==> config.mk <==
export PLATFORM = sky130hd
export DESIGN_NAME = tx_packet_scheduler
export DESIGN_NICKNAME = d
export VERILOG_FILES = /design/src/rtl/tx_packet_scheduler_pkg.sv /design/src/rtl/tx_packet_scheduler_period_tick.sv /design/src/rtl/tx_packet_scheduler.sv
export SDC_FILE = /design/constraint.sdc
export NUM_CORES = 1
export LEC_CHECK = 0
export BUFFER_PORTS_ARGS = -buffer_cell sky130_fd_sc_hd__buf_4
export CORE_UTILIZATION = 30
export DETAILED_ROUTE_END_ITERATION = 16
export PLACE_DENSITY = 0.42
export RECOVER_POWER = 25
export SYNTH_ARGS = -nofsm -noshare
export SYNTH_HDL_FRONTEND = slang
export SYNTH_SLANG_ARGS = --single-unit
==> constraint.sdc <==
create_clock -name clk -period 3.93 [get_ports clk]
set_input_delay 0.786 -clock clk [delete_from_list [all_inputs] [get_ports clk]]
set_output_delay 0.786 -clock clk [all_outputs]
set_load 0.01 [all_outputs]
==> src/rtl/tx_packet_scheduler_pkg.sv <==
// Shared definitions for the UART packet link: type codes, fixed payloads and FSM encoding.
// Also imported by the receive-side parser.
package tx_packet_scheduler_pkg;

    localparam int unsigned BYTE_W = 8;

    localparam logic [BYTE_W-1:0] TYPE_ACK       = 8'h01;
    localparam logic [BYTE_W-1:0] TYPE_CMD       = 8'h02;
    localparam logic [BYTE_W-1:0] TYPE_STATUS    = 8'h03;
    localparam logic [BYTE_W-1:0] ACK_PAYLOAD    = 8'h55;
    localparam logic [BYTE_W-1:0] DEFAULT_HEADER = 8'hAA;

    typedef enum logic [2:0] {
        ST_IDLE = 3'd0,
        ST_HDR  = 3'd1,
        ST_TYPE = 3'd2,
        ST_PAY  = 3'd3,
        ST_CSUM = 3'd4
    } state_e;

    // Header is excluded from the checksum; sum wraps at 8 bits.
    function automatic logic [BYTE_W-1:0] pkt_checksum(input logic [BYTE_W-1:0] pkt_type,
                                                       input logic [BYTE_W-1:0] payload);
        return BYTE_W'(pkt_type + payload);
    endfunction

endpackage

==> src/rtl/tx_packet_scheduler_period_tick.sv <==
// Free-running 0..PERIOD-1 counter producing a registered one-cycle tick at each wrap.
module period_tick #(
    parameter int unsigned PERIOD = 50000000
) (
    input  logic clk,
    input  logic rst_n,
    output logic tick_o
);

    localparam int unsigned CNT_W = (PERIOD > 1) ? $clog2(PERIOD) : 1;

    logic [CNT_W-1:0] cnt_q;
    logic [CNT_W-1:0] cnt_d;
    logic             wrap;

    always_comb begin
        wrap  = (cnt_q == CNT_W'(PERIOD - 1));
        cnt_d = wrap ? '0 : cnt_q + CNT_W'(1);
    end

    always_ff @(posedge clk or negedge rst_n) begin
        if (!rst_n) begin
            cnt_q  <= '0;
            tick_o <= 1'b0;
        end else begin
            cnt_q  <= cnt_d;
            tick_o <= wrap;
        end
    end

endmodule

==> src/rtl/tx_packet_scheduler.sv <==
// Arbitrates ACK/CMD/STATUS requests and serialises 4-byte packets to a UART transmitter.
module tx_packet_scheduler
    import tx_packet_scheduler_pkg::*;
#(
    parameter int unsigned       STATUS_PERIOD = 50000000,
    parameter logic [BYTE_W-1:0] HEADER        = DEFAULT_HEADER
) (
    input  logic              clk,
    input  logic              rst_n,
    input  logic              ack_req,
    input  logic              cmd_req,
    input  logic [BYTE_W-1:0] cmd_byte,
    input  logic [BYTE_W-1:0] status_byte,
    input  logic              tx_ready,
    output logic [BYTE_W-1:0] tx_data,
    output logic              tx_valid,
    output logic              busy,
    output logic              pkt_done,
    output logic              cmd_overrun
);

    state_e            state_q, state_d;
    logic              ack_pend_q, ack_pend_d;
    logic              cmd_pend_q, cmd_pend_d;
    logic              st_pend_q, st_pend_d;
    logic [BYTE_W-1:0] cmd_byte_q, cmd_byte_d;
    logic [BYTE_W-1:0] type_q, type_d;
    logic [BYTE_W-1:0] pay_q, pay_d;
    logic [BYTE_W-1:0] tx_data_q, tx_data_d;
    logic              tx_valid_q, tx_valid_d;
    logic              busy_q, busy_d;
    logic              pkt_done_q, pkt_done_d;
    logic              cmd_ovr_q, cmd_ovr_d;
    logic              clr_ack, clr_cmd, clr_st;
    logic              accept;
    logic              status_tick;

    period_tick #(
        .PERIOD (STATUS_PERIOD)
    ) u_status_tick (
        .clk    (clk),
        .rst_n  (rst_n),
        .tick_o (status_tick)
    );

    always_comb begin
        state_d    = state_q;
        type_d     = type_q;
        pay_d      = pay_q;
        tx_data_d  = tx_data_q;
        tx_valid_d = tx_valid_q;
        busy_d     = busy_q;
        pkt_done_d = 1'b0;
        clr_ack    = 1'b0;
        clr_cmd    = 1'b0;
        clr_st     = 1'b0;
        accept     = tx_valid_q & tx_ready;

        case (state_q)
            ST_IDLE: begin
                if (ack_pend_q) begin
                    clr_ack = 1'b1;
                    type_d  = TYPE_ACK;
                    pay_d   = ACK_PAYLOAD;
                end else if (cmd_pend_q) begin
                    clr_cmd = 1'b1;
                    type_d  = TYPE_CMD;
                    pay_d   = cmd_byte_q;
                end else if (st_pend_q) begin
                    clr_st  = 1'b1;
                    type_d  = TYPE_STATUS;
                    pay_d   = status_byte;
                end
                if (ack_pend_q || cmd_pend_q || st_pend_q) begin
                    state_d    = ST_HDR;
                    tx_data_d  = HEADER;
                    tx_valid_d = 1'b1;
                    busy_d     = 1'b1;
                end
            end
            ST_HDR: if (accept) begin
                state_d   = ST_TYPE;
                tx_data_d = type_q;
            end
            ST_TYPE: if (accept) begin
                state_d   = ST_PAY;
                tx_data_d = pay_q;
            end
            ST_PAY: if (accept) begin
                state_d   = ST_CSUM;
                tx_data_d = pkt_checksum(type_q, pay_q);
            end
            ST_CSUM: if (accept) begin
                state_d    = ST_IDLE;
                tx_data_d  = '0;
                tx_valid_d = 1'b0;
                busy_d     = 1'b0;
                pkt_done_d = 1'b1;
            end
            default: begin
                state_d    = ST_IDLE;
                tx_data_d  = '0;
                tx_valid_d = 1'b0;
                busy_d     = 1'b0;
            end
        endcase

        // A new request wins over a same-cycle grant so nothing is lost.
        ack_pend_d = (ack_pend_q & ~clr_ack) | ack_req;
        cmd_pend_d = (cmd_pend_q & ~clr_cmd) | cmd_req;
        st_pend_d  = (st_pend_q & ~clr_st) | status_tick;
        cmd_ovr_d  = cmd_req & cmd_pend_q & ~clr_cmd;
        cmd_byte_d = (cmd_req && !cmd_ovr_d) ? cmd_byte : cmd_byte_q;
    end

    always_ff @(posedge clk or negedge rst_n) begin
        if (!rst_n) begin
            state_q    <= ST_IDLE;
            ack_pend_q <= 1'b0;
            cmd_pend_q <= 1'b0;
            st_pend_q  <= 1'b0;
            cmd_byte_q <= '0;
            type_q     <= '0;
            pay_q      <= '0;
            tx_data_q  <= '0;
            tx_valid_q <= 1'b0;
            busy_q     <= 1'b0;
            pkt_done_q <= 1'b0;
            cmd_ovr_q  <= 1'b0;
        end else begin
            state_q    <= state_d;
            ack_pend_q <= ack_pend_d;
            cmd_pend_q <= cmd_pend_d;
            st_pend_q  <= st_pend_d;
            cmd_byte_q <= cmd_byte_d;
            type_q     <= type_d;
            pay_q      <= pay_d;
            tx_data_q  <= tx_data_d;
            tx_valid_q <= tx_valid_d;
            busy_q     <= busy_d;
            pkt_done_q <= pkt_done_d;
            cmd_ovr_q  <= cmd_ovr_d;
        end
    end

    assign tx_data     = tx_data_q;
    assign tx_valid    = tx_valid_q;
    assign busy        = busy_q;
    assign pkt_done    = pkt_done_q;
    assign cmd_overrun = cmd_ovr_q;

endmodule
==> flow_summary.toml, run 1 <==
[global_routing]
grtUsageMet1_pct = 21.6
global_route_wire_length_before_repair_um = 11100
via_count_of_the_first_global_routing_pass = 2136
globalRouteMet3Util_pct = 3.25
gr-total-overflow = 0
grt_use_total_pct = 13.9
grt_start_max_net_pins = 63
busiest_layer = "met1"
globalRouteMet2Util_pct = 18.2
antenna_found_initial = 0

[synth]
mappedNetlistArea_sq_um = 3070
top_count_cell_post_synth = "dfrtp_1"
synth_top_flop_cell = "dfrtp_1"
synthesized_area_per_cell_sq_um = 10.3
post_synth_num_cell_types = 46
yosys.area.top_type = "dfrtp_1"
yosys.area_share.adder_pct = 1.88
ys_top_cells_by_count = "dfrtp_1 (62), nand2_1 (24), nor2_1 (20), a21oi_1 (18), o21ai_0 (17)"
synth-seq-area-share_pct = 50.6
synthCells = 298
synth-compound-area-share_pct = 12.5
synth_enable_flop_cells = 0
synth_mux_area_share_pct = 6.82
syn_nets = 323
synth_seq_cells = 62
synth.yosys.warnings = 0
netlist_top_cells_area = "dfrtp_1 (51%), mux2_2 (5.5%), xnor2_1 (3.4%)"
async_reset_ff_share_pct = 100
post_synthesis_share_of_cell_area_spent_on_xor_and_xnor_gates_pct = 5.14
synthSimpleGateAreaFrac_pct = 20.0
synth_top_family_by_area = "simple AND/OR/NAND/NOR gates"
synth_top_area_share_pct = 50.6

[floorplan]
floorplan.rows = 36
ios = 33
core_area_sq_um = 9820
die_y_um = 103
dieArea_sq_um = 10600
initial_core_util_pct = 31.2
die_w_um = 103

[worst_hold_path]
hold_path.startpoint = "u_status_tick.tick_o"
min_delay_path_depth = 1
min_path_type = "reg -> reg"
worst_hold_path.endpoint = "st_pend_q"

[drt]
detail_route.first_pass.iterations = 4
wl_per_cell_um = 14.0
final_antenna_net_count = 0
drt_wl_total_um = 6510
routed_via_density = 4.87
overall_via_count_from_detail_route = 2268
drt_drc_violations_left = 0
drt_iter0_markers = 106

[critical_path]
timing.rr.start = "state_q[0]"
reg2regPathDepth = 4
worstSetupEndpointType = "flop"
worst_setup_path_start_kind = "flop"
timing.critical_path.fanout_max = 19
timing.critical_path.required_ps = 4140
critical_path_arrival_ps = 2510
rr_endpoint = "tx_data[6]"
type_of_the_setup_path_with_the_least_slack = "reg -> reg"
reg2reg_slack_ps = 1630

[sta]
maxClockFrequency_mhz = 435
worst_max_slew_pin_slew_ps = 1570
max_slew_margin_pct = -4.42
slew_viol_final = 63
final_hold_viol_count = 0
fin_ws_ps = 1630
final_min_period_over_clock_period_pct = 58.5
skew_ps = 12.6
timing.final.crit_period_ps = 2300
setup_viol = 0
setup_repair_after_global_routing_missed_its_margin = "no"
fin_tns_setup_ps = 0

[cells_and_area]
fillCellCount = 1024
area_delta_synth_final_pct = 16.6
post_route_cells_drive_above_1_share_pct = 19.8
n_antenna_cell = 0
nNetsFinal = 355

[clock_network]
insertion_delay_ps = 330
cts_buffer_depth = 2
cts.sinks = 62
cts_hold_buffers = 0
root_driver = "clkbuf_8"
tritoncts_clock_tree = "built"
numCtsBuffers = 9
post_cts.repair.setup_buffers = 0
worst_setup_hold_path_clk_slew_ps = 70
ctsHtreeMaxLevel = 3
cts_repair_resize_count = 0

[power]
powerDensity_nw_per_um2 = 612
totalPowerFinal_mw = 2.19
vdd.ir_drop.worst_mv = 0.209
leakage_power_total_nw = 1.54

[run_status]
outcome = "finished, violations left"
violations = "capacitance limit, slew limit"

[place]
port_buffers = 32
finalWeightedCongestion = 0.727
pre_cts_ws_ps = 1630
hpwlAfterDp_um = 4510

[job]
drv_cap = 1
[per-stage QoR]
step	cell area [sq um]	utilization [%]	std cells	hold WS [ps]
detailed placement	3420	34.8	452	490
finish	3570	36.4	466	475
floorplan	3070	-	298	408
CTS	3580	36.4	466	498
global route	3570	36.4	466	487
global placement	3420	34.8	452	479
[worst max-delay path: stages, from the launching register on]
cell      delay [ps]
dfrtp_1          720
nor2_1           220
a211oi_1         570
a21o_1           300
mux2_2           360
[logic make-up (layout without fill, tap and decap cells)]
group                    Yosys count  count (layout)
AND/OR/NAND/NOR                  113             113
flip-flops                        62              62
AO/OA/AOI/OAI                     61              61
buffers and inverters             21              56
multiplexers                      19              19
XOR/XNOR                          18              18
adder cells (fa/ha/maj)            4               4
[power breakdown]
group / switching [mW] / total, mW / internal (mW)
clock network: 0.236 / 0.474 / 0.238
registers: 0.191 / 0.987 / 0.796
logic: 0.354 / 0.726 / 0.372
[layout make-up]
cell class                 count  area (sq um)  area share (%)
sequential                    62          1550            43.4
multi-input combinational    215          1420            39.8
tap                          133           166            4.66
inverter                       9          33.8           0.945
timing repair buffer          33           245            6.86
clock buffer                  12           145            4.06
clock inverter                 2          10.0           0.280
[how the worst max path moves through the flow]
stage	start	to	cells past startpoint
2_1_floorplan	tx_ready	tx_data[0]	4
3_3_place_gp	state_q[0]	tx_data[4]	4
3_5_place_dp	tx_ready	tx_data[6]	5
4_1_cts	cmd_pend_q	tx_data[6]	4
5_1_grt	u_status_tick.cnt_q[0]	u_status_tick.cnt_q[15]	6
6_report	state_q[0]	tx_data[6]	4
[placed cells by master (no fill, tap or decap), drive strengths merged, types with 2 or more instances in the layout]
cell type,instances
dfrtp,62
nor4,3
a21oi,18
a311oi,2
a21o,3
mux2i,4
o21ai,17
nor3,5
nor2,20
nor2b,7
and4,3
inv,9
xor2,6
clkbuf,13
nand4,8
nand3b,2
a211oi,4
ha,3
xnor2,12
mux2,15
a22o,2
nand2,24
or3,8
clkinv,2
or4,6
and3,5
o31ai,9
nand3,13
buf,32
nand2b,5
[flip-flops by register name (all words and copies together) (netlist names)]
| register | flops |
|---|---|
| ack_pend_q | 1 |
| busy | 1 |
| state_q | 3 |
| pkt_done | 1 |
| tx_data | 8 |
| u_status_tick.tick_o | 1 |
| cmd_overrun | 1 |
| u_status_tick.cnt_q | 26 |
| pay_q | 8 |
| cmd_pend_q | 1 |
| cmd_byte_q | 8 |
| st_pend_q | 1 |
| type_q | 2 |
[per-layer routing]
| metal | vias up | share of wire [%] |
|---|---|---|
| met4 | 0 | 0.98 |
| met3 | 5 | 3.9 |
| met5 | - | 0 |
| li1 | 1143 | - |
| met1 | 1074 | 53 |
| met2 | 46 | 42 |
Note: power is estimated with default switching activity, not from simulation.
==> run 2: changes to the inputs <==
--- a/config.mk
+++ b/config.mk
@@ -5,10 +5,11 @@
 export SDC_FILE = /design/constraint.sdc
 export NUM_CORES = 1
 export LEC_CHECK = 0
+export ABC_AREA = 1
 export BUFFER_PORTS_ARGS = -buffer_cell sky130_fd_sc_hd__buf_4
 export CORE_UTILIZATION = 30
 export DETAILED_ROUTE_END_ITERATION = 16
-export PLACE_DENSITY = 0.42
+export PLACE_DENSITY = 0.44
 export RECOVER_POWER = 25
 export SYNTH_ARGS = -nofsm -noshare
 export SYNTH_HDL_FRONTEND = slang
==> constraint.sdc (replaced) <==
create_clock -name clk -period 1.9 [get_ports clk]
set_input_delay 0.38 -clock clk [delete_from_list [all_inputs] [get_ports clk]]
set_output_delay 0.38 -clock clk [all_outputs]
set_load 0.01 [all_outputs]
==> flow_summary.toml, run 2 <==
[drt]
routed_via_density = 4.51
final_antenna_net_count = 0
detail_route.first_pass.iterations = 4
wl_per_cell_um = 12.8
drt_drc_violations_left = 0
drt_iter0_markers = 102
drt_wl_total_um = 7940
overall_via_count_from_detail_route = 2793

[floorplan]
dieArea_sq_um = 11400
ios = 33
floorplan.rows = 37
initial_core_util_pct = 31.4
die_w_um = 107
core_area_sq_um = 10500
die_y_um = 107

[synth]
synth-compound-area-share_pct = 8.45
post_synth_num_cell_types = 29
synth_enable_flop_cells = 0
post_synthesis_share_of_cell_area_spent_on_xor_and_xnor_gates_pct = 3.71
mappedNetlistArea_sq_um = 3300
ys_top_cells_by_count = "nand2_1 (140), nor2_1 (69), dfrtp_1 (62), inv_1 (49), nand3_1 (27)"
synthCells = 437
synthSimpleGateAreaFrac_pct = 32.1
synth_seq_cells = 62
synth_top_flop_cell = "dfrtp_1"
async_reset_ff_share_pct = 100
synth_mux_area_share_pct = 0
yosys.area.top_type = "dfrtp_1"
synth-seq-area-share_pct = 47.0
synth.yosys.warnings = 0
synth_top_family_by_area = "simple AND/OR/NAND/NOR gates"
top_count_cell_post_synth = "nand2_1"
yosys.area_share.adder_pct = 1.74
netlist_top_cells_area = "dfrtp_1 (47%), nand2_1 (16%), nor2_1 (7.8%)"
synthesized_area_per_cell_sq_um = 7.55
synth_top_area_share_pct = 47.0
syn_nets = 462

[place]
dp.cells = 603
pre_cts_ws_ps = 77.5
finalWeightedCongestion = 0.822
port_buffers = 32
hpwlAfterDp_um = 6010

[power]
power_frac_seq_pct = 42.5
internal-power_mw = 2.67
power_frac_clock_pct = 22.9
vdd.ir_drop.worst_mv = 0.507
swShare_pct = 39.3
p_switching_mw = 1.73
combPwrFrac_pct = 34.5
powerDensity_nw_per_um2 = 1130
leakage_power_total_nw = 1.88

[critical_path]
crit_path_cell_trace = "ha_1, inv_1, fa_1, inv_1, nand2_1, inv_1, a21oi_1, o21ai_0, nand2_1, nand2_1"
critical_path_arrival_ps = 1990
worstSetupEndpointType = "flop"
type_of_the_setup_path_with_the_least_slack = "reg -> reg"
timing.critical_path.required_ps = 2180
worst_path_largest_cell_delay_ps = 390
timing.critical_path.fanout_max = 4
worst_setup_path_start_kind = "flop"
crit_path_top_delay_cell = "dfrtp_1"

[cells_and_area]
flip_flop_count_of_the_largest_register_all_copies_and_words_added = 26
nNetsFinal = 505
post_route_cells_drive_above_1_share_pct = 13.0
n_antenna_cell = 0
layout.cells.most_common_list = "nand2_1 (140), nor2_1 (69), dfrtp_1 (62)"
fillCellCount = 1108
registers.top_by_ff_count = "u_status_tick.cnt_q"
final-instance-count-excl-fill = 619
area_delta_synth_final_pct = 18.1
final_common_cell = "nand2_1"

[sta]
setup_repair_after_global_routing_missed_its_margin = "no"
skew_ps = 9.33
slew_viol_final = 0
timing.final.crit_period_ps = 1710
setup_viol = 0
maxClockFrequency_mhz = 586
final_hold_viol_count = 0
max_slew_margin_pct = 38.6
whs_ps = 266
worst_max_slew_pin_slew_ps = 921
final_min_period_over_clock_period_pct = 89.8
fin_tns_setup_ps = 0
fin_ws_ps = 193

[job]
drv_cap = 0

[clock_network]
worst_setup_hold_path_clk_slew_ps = 70
ctsHtreeMaxLevel = 3
cts_buffer_depth = 2
root_driver = "clkbuf_8"
cts.sinks = 62
tritoncts_clock_tree = "built"
insertion_delay_ps = 340
numCtsBuffers = 9

[run_status]
outcome = "completed"

[worst_hold_path]
min_path_type = "in -> reg"

[global_routing]
antenna_found_initial = 0
grt_start_max_net_pins = 36
global_route_wire_length_before_repair_um = 13700
via_count_of_the_first_global_routing_pass = 2779
grt_use_total_pct = 15.7
gr-total-overflow = 0
-- run 2: cell types whose count changed in the layout (fill, tap and decap cells not counted), sizes merged, moves of 6 or more --
cell   delta
nand2   +120
nor2     +52
inv      +41
mux2     -15
nand3    +15
o21ai    +11
a21oi     -9
o31ai     -9
or3       -8
nor2b     -7
or4       -6
-- run 2: path summary, 6_finish.rpt --
check	slack (ps)	depth (start not counted)	endpoint	start
worst max-delay path	190	10	tx_data[4]	pay_q[0]
worst min register to register	460	1	st_pend_q	u_status_tick.tick_o
max in group asynchronous	510	3	u_status_tick.cnt_q[3]	rst_n
min in group asynchronous	710	2	tx_data[3]	rst_n
worst max register to register	190	10	tx_data[4]	pay_q[0]
worst min-delay path	270	3	cmd_byte_q[6]	cmd_byte[6]
-- run 2: power by group through the flow --
stage,Combinational (mW),Clock (mW),Sequential [mW]
2_1_floorplan,1.06,0,1.87
3_3_place_gp,1.54,0,1.88
3_5_place_dp,1.52,0,1.90
4_1_cts,1.53,1.05,1.87
5_1_grt,1.76,1.11,1.92
6_report,1.52,1.01,1.87
-- run 2: kinds of logic after synthesis --
logic type	Yosys count
buf+inv	55
fa+ha+maj	4
compound gates	48
xor+xnor	14
simple gates	254
flops	62
-- run 2: timing repair --
item                       4_1_cts  5_1_grt
setup endpoints to repair        0       20
hold endpoints to repair        10        0
buffers inserted                 0        1
gates resized for setup          0        1
hold buffers                     1        0
-- run 2: metal layers --
layer | share of wire (%) | GRT usage (%) | up-vias
met5 | 0 | 0 | -
met4 | 1.5 | 6.85 | 0
met3 | 4.8 | 2.74 | 12
met2 | 41 | 21.9 | 69
met1 | 53 | 23.5 | 1255
li1 | - | - | 1457
-- run 2: worst max-delay path, delay by kind of cell (launching register included) --
kind,cells,cell delay (ps)
fa+ha+maj,2,560
buf+inv,3,230
simple gates,3,220
flops,1,390
compound gates,2,260
-- run 2: final cells by class --
cell class	count	area [sq um]	share of cell area, %
flip-flops and latches	62	1550	39.8
multi-input cells	320	1520	39.1
repair buffers	37	303	7.77
inverters	50	188	4.82
well taps	136	170	4.37
clock buffers	10	138	3.53
clock inverters	4	25.0	0.642
-- run 2: metrics by stage --
| step | power [mW] | cell area, sq um | util, % |
|---|---|---|---|
| after floorplan | 2.92 | 3300 | - |
| after global placement | 3.42 | 3700 | 35.2 |
| after detailed placement | 3.42 | 3700 | 35.2 |
| after CTS | 4.45 | 3880 | 36.9 |
| after global routing | 4.78 | 3900 | 37.1 |
| final | 4.40 | 3900 | 37.1 |
